$ cat config.mk
export PLATFORM = sky130hd
export DESIGN_NAME = uc_multicycle_ctrl
export DESIGN_NICKNAME = d
export VERILOG_FILES = /design/src/rtl/uc_ctrl_pkg.sv /design/src/rtl/uc_mem_timeout.sv /design/src/rtl/uc_multicycle_ctrl.sv
export SDC_FILE = /design/constraint.sdc
export NUM_CORES = 1
export LEC_CHECK = 0
export CORE_ASPECT_RATIO = 0.75
export CORE_MARGIN = 4
export CORE_UTILIZATION = 25
export CTS_CLUSTER_DIAMETER = 40
export DETAILED_ROUTE_END_ITERATION = 16
export SLEW_MARGIN = 20
export SYNTH_ARGS = -nofsm -noshare
export SYNTH_HDL_FRONTEND = slang
export SYNTH_SLANG_ARGS = --single-unit
$ cat constraint.sdc
create_clock -name clk -period 2.25 [get_ports clk]
set_input_delay 0.225 -clock clk [delete_from_list [all_inputs] [get_ports clk]]
set_output_delay 0.225 -clock clk [all_outputs]
set_load 0.05 [all_outputs]
$ cat src/rtl/uc_ctrl_pkg.sv
// Shared types for the multicycle controller: FSM states, opcodes, ALU/WB selects, trap causes, decode helper.
// Latency: n/a (types and a pure function only).
// Backpressure: n/a.
package uc_ctrl_pkg;

  typedef enum logic [2:0] {
    ST_FETCH  = 3'd0,
    ST_DECODE = 3'd1,
    ST_EXEC   = 3'd2,
    ST_MEM    = 3'd3,
    ST_WB     = 3'd4,
    ST_TRAP   = 3'd5
  } state_e;

  localparam logic [6:0] OPCODE_R_TYPE = 7'b0110011;
  localparam logic [6:0] OPCODE_I_TYPE = 7'b0010011;
  localparam logic [6:0] OPCODE_LOAD   = 7'b0000011;
  localparam logic [6:0] OPCODE_STORE  = 7'b0100011;
  localparam logic [6:0] OPCODE_BRANCH = 7'b1100011;
  localparam logic [6:0] OPCODE_JAL    = 7'b1101111;

  localparam logic [2:0] FUNCT3_BEQ = 3'b000;
  localparam logic [2:0] FUNCT3_BNE = 3'b001;

  typedef enum logic [1:0] {
    ALU_ADD   = 2'd0,
    ALU_SUB   = 2'd1,
    ALU_FUNCT = 2'd2
  } alu_op_e;

  typedef enum logic [1:0] {
    WB_ALU = 2'd0,
    WB_MEM = 2'd1,
    WB_PC4 = 2'd2
  } wb_sel_e;

  typedef enum logic {
    TRAP_ILLEGAL = 1'b0,
    TRAP_BUS     = 1'b1
  } trap_cause_e;

  // Instruction class captured in DECODE so later states do not depend on the IR inputs.
  typedef enum logic [2:0] {
    CLS_R      = 3'd0,
    CLS_I      = 3'd1,
    CLS_LOAD   = 3'd2,
    CLS_STORE  = 3'd3,
    CLS_BRANCH = 3'd4,
    CLS_JAL    = 3'd5
  } instr_cls_e;

  typedef struct packed {
    logic       legal;
    instr_cls_e cls;
  } decode_t;

  function automatic decode_t decode_instr(input logic [6:0] op, input logic [2:0] f3);
    decode_t d;
    d.legal = 1'b1;
    d.cls   = CLS_R;
    case (op)
      OPCODE_R_TYPE: d.cls = CLS_R;
      OPCODE_I_TYPE: d.cls = CLS_I;
      OPCODE_LOAD:   d.cls = CLS_LOAD;
      OPCODE_STORE:  d.cls = CLS_STORE;
      OPCODE_BRANCH: begin
        d.cls   = CLS_BRANCH;
        // only beq/bne are implemented
        d.legal = (f3 == FUNCT3_BEQ) || (f3 == FUNCT3_BNE);
      end
      OPCODE_JAL:    d.cls = CLS_JAL;
      default:       d.legal = 1'b0;
    endcase
    return d;
  endfunction

endpackage

$ cat src/rtl/uc_mem_timeout.sv
// Memory-wait watchdog: counts cycles req is high without ack; flags expiry on the TIMEOUT_CYCLES-th such cycle.
// Latency: expired is combinational in the cycle the limit is reached; an ack in that cycle suppresses it.
// Backpressure: none; ports clk, arst (async active-high), req, ack in; expired out.
module uc_mem_timeout #(
  parameter int TIMEOUT_CYCLES = 16
) (
  input  logic clk,
  input  logic arst,
  input  logic req,
  input  logic ack,
  output logic expired
);

  localparam int TMO_W = $clog2(TIMEOUT_CYCLES + 1);

  logic [TMO_W-1:0] cnt;

  // Clearing whenever req is low also covers state exits: every exit either acks or drops req.
  always_ff @(posedge clk or posedge arst) begin
    if (arst) begin
      cnt <= '0;
    end else if (!req || ack) begin
      cnt <= '0;
    end else begin
      cnt <= cnt + TMO_W'(1);
    end
  end

  // cnt holds the number of earlier waiting cycles, so the current one is number cnt+1.
  assign expired = req && !ack && (cnt == TMO_W'(TIMEOUT_CYCLES - 1));

endmodule

$ cat src/rtl/uc_multicycle_ctrl.sv
// Multicycle control FSM for the uC datapath; owns the shared instr/data memory req/ack handshake.
// Latency: with same-cycle ack, branch 3, R/I/store/jal 4, load 5 cycles; trap state is terminal until arst.
// Backpressure: mem_req/mem_we/mem_addr_sel held until mem_ack; TIMEOUT_CYCLES unacked cycles trap (bus).
// Ports: clk, arst; opcode/funct3 from IR, alu_zero, mem_ack in; memory, datapath enables/selects, trap out.
// Optional UC_CTRL_PERF_EN adds cycle_cnt and instret counter outputs.
module uc_multicycle_ctrl
  import uc_ctrl_pkg::*;
#(
  parameter int TIMEOUT_CYCLES = 16
) (
  input  logic       clk,
  input  logic       arst,
  input  logic [6:0] opcode,
  input  logic [2:0] funct3,
  input  logic       alu_zero,
  input  logic       mem_ack,
  output logic       mem_req,
  output logic       mem_we,
  output logic       mem_addr_sel,
  output logic       memread,
  output logic       ir_we,
  output logic       pc_we,
  output logic       pc_sel,
  output logic       rf_we,
  output logic [1:0] wb_sel,
  output logic       memtoreg,
  output logic       alu_src_b,
  output logic [1:0] alu_op,
  output logic       trap,
  output logic       trap_cause
`ifdef UC_CTRL_PERF_EN
  ,
  output logic [31:0] cycle_cnt,
  output logic [31:0] instret
`endif
);

  state_e      state, state_nxt;
  instr_cls_e  cls_q;
  logic        bne_q;
  logic        run_q;
  trap_cause_e cause_q, cause_nxt;
  decode_t     dec;
  logic        req_int;
  logic        tmo_expired;
  alu_op_e     alu_op_int;
  wb_sel_e     wb_sel_int;

  assign dec = decode_instr(opcode, funct3);

  // run_q keeps FETCH quiet for the first cycle after reset, so an ack left over
  // from an aborted transaction meets mem_req=0 and is ignored.
  assign req_int = ((state == ST_FETCH) && run_q) || (state == ST_MEM);

  uc_mem_timeout #(
    .TIMEOUT_CYCLES(TIMEOUT_CYCLES)
  ) u_tmo (
    .clk     (clk),
    .arst    (arst),
    .req     (req_int),
    .ack     (mem_ack),
    .expired (tmo_expired)
  );

  always_ff @(posedge clk or posedge arst) begin
    if (arst) begin
      state   <= ST_FETCH;
      cls_q   <= CLS_R;
      bne_q   <= 1'b0;
      run_q   <= 1'b0;
      cause_q <= TRAP_ILLEGAL;
    end else begin
      state <= state_nxt;
      run_q <= 1'b1;
      if (state == ST_DECODE) begin
        cls_q <= dec.cls;
        bne_q <= (funct3 == FUNCT3_BNE);
      end
      if ((state != ST_TRAP) && (state_nxt == ST_TRAP)) begin
        cause_q <= cause_nxt;
      end
    end
  end

  always_comb begin
    state_nxt    = state;
    cause_nxt    = TRAP_ILLEGAL;
    mem_req      = req_int;
    mem_we       = 1'b0;
    mem_addr_sel = 1'b0;
    memread      = 1'b0;
    ir_we        = 1'b0;
    pc_we        = 1'b0;
    pc_sel       = 1'b0;
    rf_we        = 1'b0;
    wb_sel_int   = WB_ALU;
    alu_src_b    = 1'b0;
    alu_op_int   = ALU_ADD;

    case (state)
      ST_FETCH: begin
        if (req_int && mem_ack) begin
          ir_we     = 1'b1;
          pc_we     = 1'b1;
          state_nxt = ST_DECODE;
        end else if (tmo_expired) begin
          cause_nxt = TRAP_BUS;
          state_nxt = ST_TRAP;
        end
      end

      ST_DECODE: begin
        if (dec.legal) begin
          state_nxt = ST_EXEC;
        end else begin
          cause_nxt = TRAP_ILLEGAL;
          state_nxt = ST_TRAP;
        end
      end

      ST_EXEC: begin
        case (cls_q)
          CLS_R: begin
            alu_op_int = ALU_FUNCT;
            state_nxt  = ST_WB;
          end
          CLS_I: begin
            alu_op_int = ALU_FUNCT;
            alu_src_b  = 1'b1;
            state_nxt  = ST_WB;
          end
          CLS_LOAD, CLS_STORE: begin
            alu_src_b = 1'b1;
            state_nxt = ST_MEM;
          end
          CLS_BRANCH: begin
            alu_op_int = ALU_SUB;
            pc_sel     = 1'b1;
            pc_we      = bne_q ? !alu_zero : alu_zero;
            state_nxt  = ST_FETCH;
          end
          CLS_JAL: begin
            pc_we     = 1'b1;
            pc_sel    = 1'b1;
            state_nxt = ST_WB;
          end
          default: begin
            cause_nxt = TRAP_ILLEGAL;
            state_nxt = ST_TRAP;
          end
        endcase
      end

      ST_MEM: begin
        mem_addr_sel = 1'b1;
        mem_we       = (cls_q == CLS_STORE);
        memread      = (cls_q == CLS_LOAD);
        // keep the address computation alive while the access is outstanding
        alu_src_b    = 1'b1;
        if (mem_ack) begin
          state_nxt = (cls_q == CLS_LOAD) ? ST_WB : ST_FETCH;
        end else if (tmo_expired) begin
          cause_nxt = TRAP_BUS;
          state_nxt = ST_TRAP;
        end
      end

      ST_WB: begin
        rf_we     = 1'b1;
        state_nxt = ST_FETCH;
        case (cls_q)
          CLS_LOAD: wb_sel_int = WB_MEM;
          CLS_JAL:  wb_sel_int = WB_PC4;
          default: begin
            // R/I write the ALU result, so the ALU controls stay as in EXEC
            wb_sel_int = WB_ALU;
            alu_op_int = ALU_FUNCT;
            alu_src_b  = (cls_q == CLS_I);
          end
        endcase
      end

      ST_TRAP: begin
        state_nxt = ST_TRAP;
      end

      default: begin
        state_nxt = ST_FETCH;
      end
    endcase
  end

  assign wb_sel     = wb_sel_int;
  assign alu_op     = alu_op_int;
  assign memtoreg   = (wb_sel_int == WB_MEM);
  assign trap       = (state == ST_TRAP);
  assign trap_cause = cause_q;

`ifdef UC_CTRL_PERF_EN
  // An instruction retires on any transition back into FETCH.
  always_ff @(posedge clk or posedge arst) begin
    if (arst) begin
      cycle_cnt <= '0;
      instret   <= '0;
    end else begin
      if (state != ST_TRAP) begin
        cycle_cnt <= cycle_cnt + 32'd1;
      end
      if ((state != ST_FETCH) && (state_nxt == ST_FETCH)) begin
        instret <= instret + 32'd1;
      end
    end
  end
`endif

endmodule

==> After elaboration in Yosys (flattened, before gate mapping) <==
Index checks and enable logic that the tools add are counted.
{ "totals": {"latch_bits": 0, "output_inout_bits": 16, "in_bits": 14, "word_cells": 82, "mem_bits_ro": 0, "mem_count": 0, "mem_bits_rw": 0, "register_bits": 14} }
{ "classes": {"magnitude_cmp": 0, "mux": 33, "multipliers": 0, "n_eq_ne": 21, "shift": 0, "n_addsub": 1, "n_div": 0, "bitwise_logic": 0, "reduce_logical": 21} }
{ "op_table": {"columns": ["op", "count"], "rows": [
  ["case mux 3 bit (5 select lines)", 2],
  ["equality test 3 bit (second input constant)", 5],
  ["2-to-1 mux 3 bit", 5],
  ["equality test 7 x 6 -> 1 bit (second input constant)", 2],
  ["equality test 7 bit (second input constant)", 2],
  ["2-to-1 mux 1 bit", 14],
  ["equality test 3 x 2 -> 1 bit (second input constant)", 4],
  ["case mux 2 bit (2 select lines)", 3],
  ["equality test 3 x 1 -> 1 bit (second input constant)", 3],
  ["zero test 3 bit", 3],
  ["case mux 3 bit (3 select lines)", 1],
  ["case mux 1 bit (2 select lines)", 4],
  ["OR reduction 2 bit", 4],
  ["equality test 7 x 2 -> 1 bit (second input constant)", 1],
  ["equality test 7 x 5 -> 1 bit (second input constant)", 1],
  ["OR reduction 3 bit", 2],
  ["adder 5 x 1 -> 5 bit (second input constant)", 1],
  ["equality test 5 x 4 -> 1 bit (second input constant)", 1],
  ["logical AND 1 bit", 5],
  ["2-to-1 mux 5 bit", 1],
  ["OR reduction 5 bit", 1],
  ["2-to-1 mux 2 bit", 2],
  ["zero test 1 bit", 3],
  ["logical OR 1 bit", 3],
  ["other kinds (3)", 3]
]} }

==> Longest topological paths before layout <==
{ "logic_depth": {"word_depth": 10, "ltp_mapped": 7, "mapped_depth_nobuf": 7} }

==> By module <==
Synthesis repeated with hierarchy kept, for this count alone.
{ "hier_totals": {"hier_cells": 125, "hier_area_um2": 1016.0} }
{ "by_module_without_submodules": {"columns": ["module", "area_each_um2", "seq_area_each_um2", "instances", "cells_per_inst"], "rows": [
  ["uc_multicycle_ctrl", 777.0, 225.2, 1, 102],
  ["uc_mem_timeout", 239.0, 125.1, 1, 23]
]} }

==> Worst setup path before layout <==
Ideal clock, no wire load.
{ "synth_timing": {"kind": "reg-to-output", "startpoint": "register state[1]", "endpoint": "output pc_we", "n_path_buf": 0, "arrival_time_ns": 2.560, "setup_slack_ns": -0.535, "stages_incl_launch_ff": 4, "required_time_ns": 2.025, "path_cell_list": "dfrtp_1 > or3b_2 > nor3_1 > o21bai_1"} }
{ "synth_via": {"elab_chain_len": 6, "elab_cells_between_ends": 8, "cone_classes": "eq/ne: 2; mux: 2; reduce/logical: 4"} }
{ "synth_rtl": {"columns": ["item", "line", "rtl"], "rows": [
  ["start, declared", "uc_multicycle_ctrl.sv:38", "state_e state, state_nxt;"],
  ["start signal, assigned", "uc_multicycle_ctrl.sv:73", "state <= state_nxt;"],
  ["zero test 3 bit", "uc_multicycle_ctrl.sv:53, uc_multicycle_ctrl.sv:100", null],
  ["logical AND 1 bit", "uc_multicycle_ctrl.sv:53", "assign req_int = ((state == ST_FETCH) && run_q) || (state == ST_MEM);"],
  ["logical OR 1 bit", "uc_multicycle_ctrl.sv:53", null],
  ["logical AND 1 bit", "uc_multicycle_ctrl.sv:102", "if (req_int && mem_ack) begin"],
  ["2-to-1 mux 1 bit", "uc_multicycle_ctrl.sv:102", null],
  ["case mux 1 bit (2 select lines) (*)", "uc_multicycle_ctrl.sv:100", "case (state)"],
  ["end, declared", "uc_multicycle_ctrl.sv:22", "output logic pc_we,"]
]} }
Mark *: on every way between the ends. The rest lies on a longest branch, timed or not.

==> Final worst setup path <==
{ "layout_timing": {"startpoint": "register state[2]", "endpoint": "output trap"} }
{ "layout_via": {"elab_chain_len": 1} }
{ "layout_rtl": {"columns": ["item", "line", "rtl"], "rows": [
  ["equality test 3 bit", "uc_multicycle_ctrl.sv:196", "assign trap = (state == ST_TRAP);"],
  ["end, declared", "uc_multicycle_ctrl.sv:29", "output logic trap,"]
]} }
No other way between the ends.

==> flow_summary.ini <==
[global_routing]
antenna_found_initial = 0
grt_util_met3_pct = 2.778
gr-usage-met2_pct = 17.99
first_global_vias = 894
grt_usage_pct = 11.31
busiest_layer = met2
grt_pass1_wl_um = 4264
grt_start_max_net_pins = 15
grtUsageMet1_pct = 14.85
grt_overflow = 0

[synthesis]
ys_ff_latch = 14
syn-num-nets = 132
ys_seq_area_share_pct = 36.75
synth_area_per_cell_um2 = 8.219
netlist_area_um2 = 953.4
ys_warn_count = 0
yosysUniqueCellTypes = 41
netlist_instances = 116

[floorplan]
fp.dieW_um = 79.31
io_pins = 30
core_mm2 = 0.003661
die_h_um = 61.48
die_area_mm2 = 0.004876
rows = 19
initial_core_util_pct = 26.04

[power_and_ir_drop]
p_per_area_mw_per_mm2 = 818.7
power_leakage_nw = 0.5932
ir_drop_v = 0.0002151
power_mw = 1.123

[run]
drv_cap = 0

[routing]
drc = 0
drt_iter0_drc = 37
dr.pass1.iters = 4
routed_wl_um = 2564
wire_per_inst_um = 13.02
via_count = 947
drt-vias-per-instance = 4.807
drtAntennaViolNets = 0

[clocking]
root_buffer = clkbuf_8
cts_tree = yes
cts.clk_slew.worst_paths_ns = 0.06
cts_buffer_depth = 2
htree_levels = 1
cts_setup_buffers = 0
numCtsBuffers = 3
clock_latency_ns = 0.24
cts_sinks = 14

[placed_design]
place_congestion = 0.8507
dp_hpwl_um = 2044
io_buffers = 29
place_ws_ns = 0.1436
placedCellCount = 193

[timing]
finalClockSkew_ns = 0.002294
fin_crit_sh_pct = 97.16
min_period_ns = 2.186
rsz0062_at_grt = no
setup_viol_count_final = 0
drv_slew = 0
max-slew-margin-rel_pct = 64.18
layout_setup_ws_ns = 0.06381
worst_pin_slew_ns = 0.5298
max_freq_ghz = 0.4574
hold_viol_final = 0

[final_layout]
layout_common_cells = nor2_1 (20), clkdlybuf4s50_1 (16), dfrtp_1 (14)
drive_gt1_share_pct = 15.86
area_delta_synth_final_pct = 43.83
antennaDiodeCount = 0
fill_cells = 390
final_cells = 197
seq_area_um2 = 350.3
final_common_cell = nor2_1
multi_input_area_um2 = 560.5
fin_nets = 162

[critical_path]
critPathMaxFanout = 11
crit_type = reg -> out
critPathBufInv = 2
worstPathArrival_ns = 1.96
critical_path.cell_chain = nand3_1 -> inv_1 -> clkdlybuf4s50_1
required_ns = 2.03
path_delay_family = buffers and inverters
setup.worst_path.end_class = output port
crit_slowest_cell = clkdlybuf4s50_1
max_stage_delay_ns = 0.80
critPathLaunchType = flop

[status]
outcome = completed

[min_path]
hp-class = in -> async
## sequential cells by signal, summed over array words and instances (netlist names)
signal	count
trap_cause	1
u_tmo.cnt	5
state	3
cls_q	3
bne_q	1
run_q	1
## Yosys cell counts, drive strengths merged
cell type	instances	area, um2
nand3b	1	7.510
nor2b	2	12.51
nand2b	1	6.260
xnor2	2	17.52
or4b	1	13.76
o41ai	2	17.52
nand4	1	6.260
inv	10	37.54
ha	2	25.02
nor3b	2	15.01
o211ai	2	15.01
a22o	1	8.760
clkbuf	4	15.01
a41oi	1	8.760
nand3	2	10.01
conb	1	3.750
buf	1	5.000
a2111oi	1	27.53
nor3	3	15.01
a211oi	1	7.510
nor2	20	75.07
o32a	1	10.01
and3	2	12.51
o31a	1	8.760
o21ai	3	15.01
or3b	1	8.760
o21bai	1	7.510
dfrtp	14	350.3
and4b	1	10.01
and2	1	6.260
a21oi	3	15.01
or3	4	25.02
o31ai	2	15.01
a2bb2oi	1	8.760
xor2	3	26.28
nor4bb	1	10.01
nor4b	1	8.760
a22oi	1	7.510
o22ai	2	12.51
nand2	12	45.04
## worst paths after layout
kind / end / from / cells past startpoint / slack [ns]
min in group clk: u_tmo.cnt[0] / u_tmo.cnt[0] / 1 / 0.46
hold / removal: state[0] / arst / 2 / 0.32
setup reg to reg: state[2] / u_tmo.cnt[0] / 7 / 0.21
setup / recovery: trap / state[2] / 3 / 0.06
hold reg to reg: u_tmo.cnt[0] / u_tmo.cnt[0] / 1 / 0.46
max in group asynchronous: u_tmo.cnt[3] / arst / 2 / 1.57
## cell type report
type	instances	area share [%]
repair buffers	30	22.08
flip-flops and latches	14	25.55
well taps	52	4.745
clock buffers	4	4.015
inverters	10	2.737
multi-input cells	87	40.88
## power breakdown
group	internal (mW)	switching [mW]	leakage [nW]	total, mW
Clock	0.155	0.0896	0.0288	0.245
Combinational	0.196	0.315	0.376	0.510
Sequential	0.288	0.0798	0.189	0.368
## per-layer routing
layer / up-vias / part of all wire (%) / wire [um]
li1: 463 / - / -
met2: 39 / 43 / 1100
met3: 4 / 8.9 / 227
met1: 441 / 47 / 1201
met4: 0 / 1.4 / 35
met5: - / 0 / 0
## stage by stage
step	hold WS, ns	cell area [um2]	TNS [ns]	utilization (%)
5_1_grt	0.3794	1371	0	37.46
6_report	0.3211	1371	0	37.46
3_5_place_dp	0.4565	1306	0	35.68
4_1_cts	0.3384	1361	0	37.18
3_3_place_gp	0.4469	1306	0	35.68
2_1_floorplan	0.1142	958.4	-0.06267	-
## logic make-up (layout without fill, tap and decap cells)
group                    count (synthesis)  count (layout)  synth area share [%]
AND/OR/NAND/NOR                         56              56                 30.18
AO/OA/AOI/OAI                           23              23                 19.42
other                                    1               1                0.3933
flip-flops                              14              14                 36.75
XOR/XNOR                                 5               5                 4.594
buffers and inverters                   15              44                 6.036
adder cells (fa/ha/maj)                  2               2                 2.624
## repair_timing
action / 4_1_cts / 5_1_grt
setup endpoints to repair: 0 / 2
gates resized for setup: 0 / 2
hold buffers: 0 / 0
Note: power is estimated with default switching activity, not from simulation.
